<file path="src/rtl/cache_bank_arb.sv">
// Arbiter and one-entry issue stage in front of a cache bank: merges bus fills and two
// pipeline ports, holds the issued entry while the bank stalls, and blocks missing ports.
module cache_bank_arb #(
  parameter int unsigned STARVE_MAX = 4
) (
  input  logic         clk,
  input  logic         rst,
  input  logic         fill_valid,
  input  logic [14:0]  fill_pAddress,
  input  logic [127:0] fill_data,
  output logic         fill_ready,
  input  logic [1:0]   rq_valid,
  output logic [1:0]   rq_ready,
  input  logic [29:0]  rq_pAddress,
  input  logic [255:0] rq_data,
  input  logic [255:0] rq_mask,
  input  logic [1:0]   rq_w,
  input  logic [13:0]  rq_ptcid,
  output logic         bank_valid,
  output logic [14:0]  bank_pAddress,
  output logic [127:0] bank_data,
  output logic [127:0] bank_mask,
  output logic         bank_r,
  output logic         bank_w,
  output logic         bank_fromBUS,
  output logic [6:0]   bank_ptcid,
  output logic [1:0]   bank_src,
  input  logic         bank_stall,
  input  logic         bank_miss,
  output logic [1:0]   blocked
);

  localparam int unsigned AW = 15;
  localparam int unsigned DW = 128;
  localparam int unsigned TW = 7;
  localparam int unsigned LW = 11;
  localparam int unsigned CW = 3;

  localparam logic [0:0] S_EMPTY = 1'b0;
  localparam logic [0:0] S_FULL  = 1'b1;

  localparam logic [1:0] SRC_P0   = 2'b00;
  localparam logic [1:0] SRC_P1   = 2'b01;
  localparam logic [1:0] SRC_FILL = 2'b10;

  localparam logic [CW-1:0] STARVE_LIM = CW'(STARVE_MAX);

  typedef struct packed {
    logic [AW-1:0] addr;
    logic [DW-1:0] data;
    logic [DW-1:0] mask;
    logic          r;
    logic          w;
    logic          from_bus;
    logic [TW-1:0] ptcid;
    logic [1:0]    src;
  } issue_t;

  logic [0:0]    state, state_nxt;
  issue_t        issue_q, issue_d;
  logic [1:0]    blocked_q, blocked_nxt;
  logic [LW-1:0] line_addr [2];
  logic [LW-1:0] line_addr_nxt [2];
  logic          rr, rr_nxt;
  logic [CW-1:0] starve_cnt, starve_nxt;

  logic          accept, free;
  logic [1:0]    clr, blk_eff, port_elig;
  logic          gnt_fill, gnt_port, gnt_idx;
  logic [1:0]    gnt_rq;

  // Registered state: issue entry, block flags, round-robin pointer, starvation count
  always_ff @(posedge clk) begin
    if (rst) begin
      state      <= S_EMPTY;
      issue_q    <= '0;
      blocked_q  <= '0;
      line_addr  <= '{default: '0};
      rr         <= 1'b0;
      starve_cnt <= '0;
    end else begin
      state      <= state_nxt;
      issue_q    <= issue_d;
      blocked_q  <= blocked_nxt;
      line_addr  <= line_addr_nxt;
      rr         <= rr_nxt;
      starve_cnt <= starve_nxt;
    end
  end

  // Grant selection and next-state; a fill accepted now can unblock a port for this grant
  always_comb begin
    accept        = (state == S_FULL) && !bank_stall;
    free          = (state == S_EMPTY) || accept;
    state_nxt     = state;
    issue_d       = issue_q;
    blocked_nxt   = blocked_q;
    line_addr_nxt = line_addr;
    rr_nxt        = rr;
    starve_nxt    = starve_cnt;
    gnt_fill      = 1'b0;
    gnt_port      = 1'b0;
    gnt_idx       = 1'b0;
    gnt_rq        = 2'b00;
    clr           = 2'b00;

    for (int i = 0; i < 2; i++) begin
      clr[i] = accept && issue_q.from_bus && (issue_q.addr[AW-1:4] == line_addr[i]);
    end
    blk_eff   = blocked_q & ~clr;
    port_elig = rq_valid & ~blk_eff;

    if (free && !rst) begin
      if ((|port_elig) && ((starve_cnt == STARVE_LIM) || !fill_valid)) begin
        gnt_port = 1'b1;
        gnt_idx  = (&port_elig) ? rr : port_elig[1];
      end else if (fill_valid) begin
        gnt_fill = 1'b1;
      end
    end
    if (gnt_port) gnt_rq[gnt_idx] = 1'b1;

    blocked_nxt = blk_eff;
    if (accept && bank_miss && !issue_q.from_bus) begin
      blocked_nxt[issue_q.src[0]]   = 1'b1;
      line_addr_nxt[issue_q.src[0]] = issue_q.addr[AW-1:4];
    end

    if (gnt_port) begin
      rr_nxt     = ~gnt_idx;
      starve_nxt = '0;
    end else if (gnt_fill && (|port_elig) && (starve_cnt < STARVE_LIM)) begin
      starve_nxt = starve_cnt + CW'(1);
    end

    if (gnt_fill) begin
      issue_d.addr     = fill_pAddress;
      issue_d.data     = fill_data;
      issue_d.mask     = '1;
      issue_d.r        = 1'b0;
      issue_d.w        = 1'b1;
      issue_d.from_bus = 1'b1;
      issue_d.ptcid    = '0;
      issue_d.src      = SRC_FILL;
    end else if (gnt_port) begin
      issue_d.addr     = gnt_idx ? rq_pAddress[2*AW-1:AW] : rq_pAddress[AW-1:0];
      issue_d.data     = gnt_idx ? rq_data[2*DW-1:DW] : rq_data[DW-1:0];
      issue_d.mask     = gnt_idx ? rq_mask[2*DW-1:DW] : rq_mask[DW-1:0];
      issue_d.r        = ~rq_w[gnt_idx];
      issue_d.w        = rq_w[gnt_idx];
      issue_d.from_bus = 1'b0;
      issue_d.ptcid    = gnt_idx ? rq_ptcid[2*TW-1:TW] : rq_ptcid[TW-1:0];
      issue_d.src      = gnt_idx ? SRC_P1 : SRC_P0;
    end

    if (gnt_fill || gnt_port) begin
      state_nxt = S_FULL;
    end else if (accept) begin
      state_nxt = S_EMPTY;
    end
  end

  assign fill_ready    = gnt_fill;
  assign rq_ready      = gnt_rq;
  assign bank_valid    = (state == S_FULL);
  assign bank_pAddress = issue_q.addr;
  assign bank_data     = issue_q.data;
  assign bank_mask     = issue_q.mask;
  assign bank_r        = issue_q.r;
  assign bank_w        = issue_q.w;
  assign bank_fromBUS  = issue_q.from_bus;
  assign bank_ptcid    = issue_q.ptcid;
  assign bank_src      = issue_q.src;
  assign blocked       = blocked_q;

endmodule

</file>
<file path="config.mk">
export PLATFORM = sky130hd
export DESIGN_NAME = cache_bank_arb
export DESIGN_NICKNAME = d
export VERILOG_FILES = /design/src/rtl/cache_bank_arb.sv
export SDC_FILE = /design/constraint.sdc
export NUM_CORES = 1
export LEC_CHECK = 0
export CAP_MARGIN = 25
export CORE_AREA = 3 3 389 391
export CTS_BUF_LIST = sky130_fd_sc_hd__clkbuf_16
export CTS_CLUSTER_DIAMETER = 30
export DETAILED_ROUTE_END_ITERATION = 7
export DIE_AREA = 0 0 392 394
export GPL_TIMING_DRIVEN = 1
export PLACE_DENSITY = 0.41
export REMOVE_ABC_BUFFERS = 1
export SLEW_MARGIN = 20
export SYNTH_ARGS = -nofsm -noshare
export SYNTH_HDL_FRONTEND = slang
export SYNTH_SLANG_ARGS = --single-unit
</file>
<file path="constraint.sdc">
create_clock -name clk -period 3 [get_ports clk]
set_input_delay 0.6 -clock clk [delete_from_list [all_inputs] [get_ports clk]]
set_output_delay 0.6 -clock clk [all_outputs]
set_load 0.02 [all_outputs]
</file>
Word level (Yosys, flattened, before mapping)
Cells that the tools add are included.
{ "word_totals": {"output_inout_bits": 289, "wordCells": 89, "register_bits": 312} }
{ "classes": {"eq_ne": 3, "addsub": 1, "reduce_logical": 26, "bitwise": 9, "n_mux": 28, "magnitude_cmp": 7} }
{ "ops": {"columns": ["op", "count"], "rows": [
  ["two-way mux 283 bit", 2],
  ["two-way mux 128 bit", 2],
  ["bitwise mux 22 bit", 1],
  ["== test 11 bit", 2],
  ["two-way mux 1 bit", 15],
  ["two-way mux 15 bit", 1],
  ["logical AND 1 bit", 13],
  ["demux 11 bit (select 1 bit)", 1],
  ["two-way mux 11 bit", 1],
  ["two-way mux 7 bit", 1],
  ["OR reduction 2 bit", 3],
  ["bitwise AND 2 bit", 2],
  ["zero test 1 bit", 4],
  ["less-than comparator 1 x 2 -> 1 bit (second input constant)", 2],
  ["two-way mux 2 bit", 2],
  ["NOT 2 bit", 2],
  ["nonzero test 2 bit", 2],
  ["adder 3 x 1 -> 3 bit (second input constant)", 1],
  ["== test 3 bit (second input constant)", 1],
  ["logical OR 1 bit", 3],
  ["less-than comparator 3 bit (second input constant)", 1],
  ["NOT 1 bit", 3],
  ["demux 1 bit (select 1 bit)", 2],
  ["greater-or-equal comparator 1 bit (second input constant)", 2],
  ["other kinds (5)", 5]
]} }

Longest topological paths before layout
{ "logic_depth": {"word_depth": 17, "depth_mapped": 11, "ltp_nobuf": 9} }

Least setup slack after synthesis
No wires, ideal clock.
{ "synth_path": {"path_kind": "input port to output port", "startpoint": "input port bank_stall", "endpoint": "output port rq_ready[1]", "path_slack_ps": 65, "path_stages": 7, "arrival_ps": 2335, "path_buffers": 3, "path_cell_list": "nand3b_1 or4_4 o31a_1 nor4_1 buf_2 buf_6 buf_4"} }
{ "synth_between": {"elab_chain_len": 17, "elab_cells_between_ends": 25, "cone_classes": "2 x order compare; 8 x mux; 4 x bitwise; 11 x reduce/logical"} }
{ "synth_rtl": {"columns": ["item", "line_no", "source"], "rows": [
  ["from (decl)", "28", "input logic bank_stall,"],
  ["zero test 1 bit (*)", "93", "accept = (state == S_FULL) && !bank_stall;"],
  ["logical AND 1 bit (*)", "93", null],
  ["logical AND 1 bit (2 in series)", "108", "clr[i] = accept && issue_q.from_bus && (issue_q.addr[AW-1:4] == line_addr[i]);"],
  ["NOT 2 bit", "110", "blk_eff = blocked_q & ~clr;"],
  ["bitwise AND 2 bit", "110", null],
  ["NOT 2 bit", "111", "port_elig = rq_valid & ~blk_eff;"],
  ["bitwise AND 2 bit", "111", null],
  ["AND reduction 2 bit or OR reduction 2 bit (tied branches)", "116, 114", null],
  ["two-way mux 1 bit or logical AND 1 bit (tied branches)", "116, 114", null],
  ["two-way mux 1 bit", "114", "if ((|port_elig) && ((starve_cnt == STARVE_LIM) || !fill_valid)) begin"],
  ["two-way mux 1 bit", "113", "if (free && !rst) begin"],
  ["less-than comparator 1 x 2 -> 1 bit (implied by the code) or greater-or-equal comparator 1 bit (tied branches)", "121", "if (gnt_port) gnt_rq[gnt_idx] = 1'b1;"],
  ["logical AND 1 bit (implied by the code)", "121", null],
  ["two-way mux 1 bit (implied by the code)", "121", null],
  ["demux 1 bit (select 1 bit)", "121", null],
  ["two-way mux 2 bit (*)", "121", null],
  ["to (decl)", "13", "output logic [1:0] rq_ready,"]
]} }
Mark *: on every way between the ends. The rest lies on a longest branch, timed or not.

Worst setup path in the final report
{ "layout_path": {"startpoint": "register issue_q (netlist bit bank_pAddress[8])", "endpoint": "output port fill_ready"} }
{ "layout_between": {"elab_chain_len": 10, "elab_cells_between_ends": 12, "cone_classes": "2 x eq/ne; 2 x mux; 4 x bitwise; 4 x reduce/logical"} }
{ "layout_rtl": {"columns": ["item", "line_no", "source"], "rows": [
  ["from (decl)", "60", "issue_t issue_q, issue_d;"],
  ["from (signal assigned)", "83", "issue_q <= issue_d;"],
  ["== test 11 bit", "108", null],
  ["logical AND 1 bit", "108", null],
  ["NOT 2 bit (*)", "110", null],
  ["bitwise AND 2 bit (*)", "110", null],
  ["NOT 2 bit (*)", "111", null],
  ["bitwise AND 2 bit (*)", "111", null],
  ["OR reduction 2 bit (*)", "114", null],
  ["logical AND 1 bit (*)", "114", null],
  ["two-way mux 1 bit (*)", "114", null],
  ["two-way mux 1 bit (*)", "113", null],
  ["to (decl)", "11", "output logic fill_ready,"]
]} }
Marks and branches as above.

==> flow_summary.yaml <==
global_route:
  antenna_found_initial: 64
  grt_pass1_wl_mm: 152
  grt_usage_pct: 14.1
  grt_pass1_vias: 18100
  gr-total-overflow: 0
  grt_max_degree: 126
drt:
  ant_nets: 0
  firstDrtPassIters: 8
  drtIter0Drc: 1427
  viasPerCell: 3.84
  drc: 0
  wl_mm: 121
  wl_per_cell_um: 25.7
  dr_total_vias: 18200
yosys:
  syn_inst: 1505
  async_reset_ff_share_pct: 0
  yosysWarnings: 0
  seq_area_frac_synth_pct: 45.5
  synth.distinct_cells: 42
  avgSynthCellArea_um2: 9.10
  synth-seq-cells: 311
  synth_ff_type: "dfxtp_1"
  synth_edf_count: 0
  syn_area_um2: 13700
clock_tree:
  cts_buffer_depth: 3
  root_buffer: "clkbuf_16"
  numCtsBuffers: 112
  h-tree-depth: 3
  cts_tree: "built"
  clkTransAtPathRegs_ns: 0.04
  insertion_delay_ns: 0.70
  hold_buffers: 0
  numClockSinks: 311
setup_path:
  crit_required_ns: 2.40
  cp-end-kind: "output port"
  cp-start-kind: "flip-flop"
  rr_startpoint: "bank_pAddress[8]$_SDFFE_PP0P_"
  critPathKind: "flip-flop to output port"
  rr_worst_depth: 17
  crit_start: "bank_pAddress[8]$_SDFFE_PP0P_"
  cp_max_fo: 3
  arrival_ns: 2.82
worst_hold_path:
  worstHoldStart: "bank_data[121]$_SDFFE_PP0P_"
  hold_path_class: "flip-flop to flip-flop"
  hold_depth: 2
timing:
  fin_crit_sh_pct: 114
  drv_slew: 0
  rsz0062_at_grt: "yes"
  setup_viol: 269
  clock_skew_ns: 0.0713
  worst_pin_slew_ns: 1.07
  setup_slack_ns: -0.419
  layout_min_cycle_time_ns: 3.42
  slew-limit-headroom_pct: 28.5
  hold_viol_final: 0
  whs_ns: 0.447
  max_freq_mhz: 292
die:
  initial_utilization_pct: 9.26
  dieWidth_um: 392
  row_count: 141
  pin_count: 997
  dieArea_um2: 154000
  core_area_um2: 148000
  die-height_um: 394
placed_design:
  hpwl_mm: 87.7
  placed_cell_area_um2: 26800
  place_congestion: 0.865
  io_buffers: 996
final_layout:
  fin_nets: 3398
  drive_gt1_share_pct: 23.3
  multi_input_comb_area_um2: 8670
  final_area_um2: 34100
  syn_to_final_growth_pct: 149
  seq_area_um2: 6230
  n_fill_cell: 15900
pwr:
  power_density_nw_per_um2: 559
  vdd_drop_max_mv: 0.457
  p_leak_nw: 12.2
outcome:
  violations: "negative setup slack"
  status: "finished with violations"
flow_run:
  cap_violations: 0
## worst max-delay path, stage by stage (launching register included)
cell and delay (ns):
dfxtp_4 0.35, buf_12 0.12, xor2_4 0.18, or4_4 0.50
buf_6 0.13, o31ai_4 0.25, a211oi_4 0.12, o21ai_4 0.25
inv_8 0.08, buf_6 0.14
## placed cells by master (no fill, tap or decap), drive strengths merged, types with 4 or more instances in the layout
cell and count:
a211oi 70, a21oi 207, a221oi 195, a222oi 81, buf 213, clkbuf 142, clkdlybuf4s50 992, clkinv 60
dfxtp 311, diode 17, inv 38, mux2i 23, nand2 276, nor2 108, nor4 4, o21ai 5
xnor2 9, xor2 14
## state kept, by name, summed over array words and instances, names as in the netlist
signal         cells
bank_data        128
bank_mask        128
line_addr         22
bank_pAddress     15
bank_ptcid         7
starve_cnt         3
blocked            2
bank_fromBUS       1
bank_r             1
bank_src           1
bank_valid         1
bank_w             1
rr                 1
## report_power, final
group	internal [W]	switching, W	total, W
Combinational	0.00222	0.00198	0.00421
Clock	0.00683	0.00339	0.0102
Sequential	0.00447	0.000202	0.00467
## synthesized netlist by cell type, types with 4 or more instances
library cell	count	share of area, %
buf_4	12	0.66
buf_2	29	1.1
nor2_1	108	3.0
xnor2_1	9	0.58
mux2i_1	23	1.7
xor2_1	14	0.90
nand2_1	276	7.6
dfxtp_1	311	45
a21oi_1	207	7.6
buf_6	24	2.0
a221oi_1	147	9.4
clkbuf_1	92	2.5
a222oi_1	81	5.9
nor4_1	4	0.18
a211oi_1	69	3.8
a221oi_2	48	5.3
buf_1	9	0.25
inv_1	4	0.11
## per-layer routing
metal,up-vias,track usage [%],routed length (um)
met1,8759,16.2,47600
met2,916,23.3,57700
met4,20,5.17,3160
li1,8248,-,-
met5,-,0,126
met3,211,5.74,12700
## kinds of logic after synthesis
logic type | synth area share [%]
compound gates | 33.1
xor+xnor | 1.47
fa+ha+maj | 0.183
buf+inv | 6.60
flops | 45.5
mux | 1.68
simple gates | 11.5
## per-stage QoR
step	setup WS, ns	util, %	total power, W	cells	setup TNS [ns]
after floorplan	-22.96	-	0.00597	1339	-6343.70
after global placement	-1.08	18.1	0.00832	4418	-224.33
after detailed placement	-1.11	18.1	0.00832	4418	-224.55
after CTS	-0.527	21.0	0.0189	4647	-29.44
after global routing	-0.595	23.1	0.0199	4718	-87.74
final	-0.419	23.1	0.0191	4729	-41.11
## final timing paths
check	to	slack, ns
worst min-delay path	bank_data[121]$_SDFFE_PP0P_	0.45
worst max register to register	bank_pAddress[4]$_SDFFE_PP0P_	-0.31
worst max-delay path	fill_ready	-0.42
worst min register to register	bank_data[121]$_SDFFE_PP0P_	0.45
## final cells by class
type,instances,share of cell area [%]
diodes,17,0.125
clock buffers,113,8.28
clock inverters,95,1.60
inverters,5,0.0770
multi-input cells,1023,25.4
flip-flops and latches,311,18.3
well taps,1930,7.07
repair buffers,1235,39.2
## timing repair
item                       4_1_cts  5_1_grt
pin swaps                       68      192
resized for setup              126      307
setup buffers                   16       42
setup endpoints to repair      273      283
gates cloned                     5       36
Note: power is estimated with default switching activity, not from simulation.
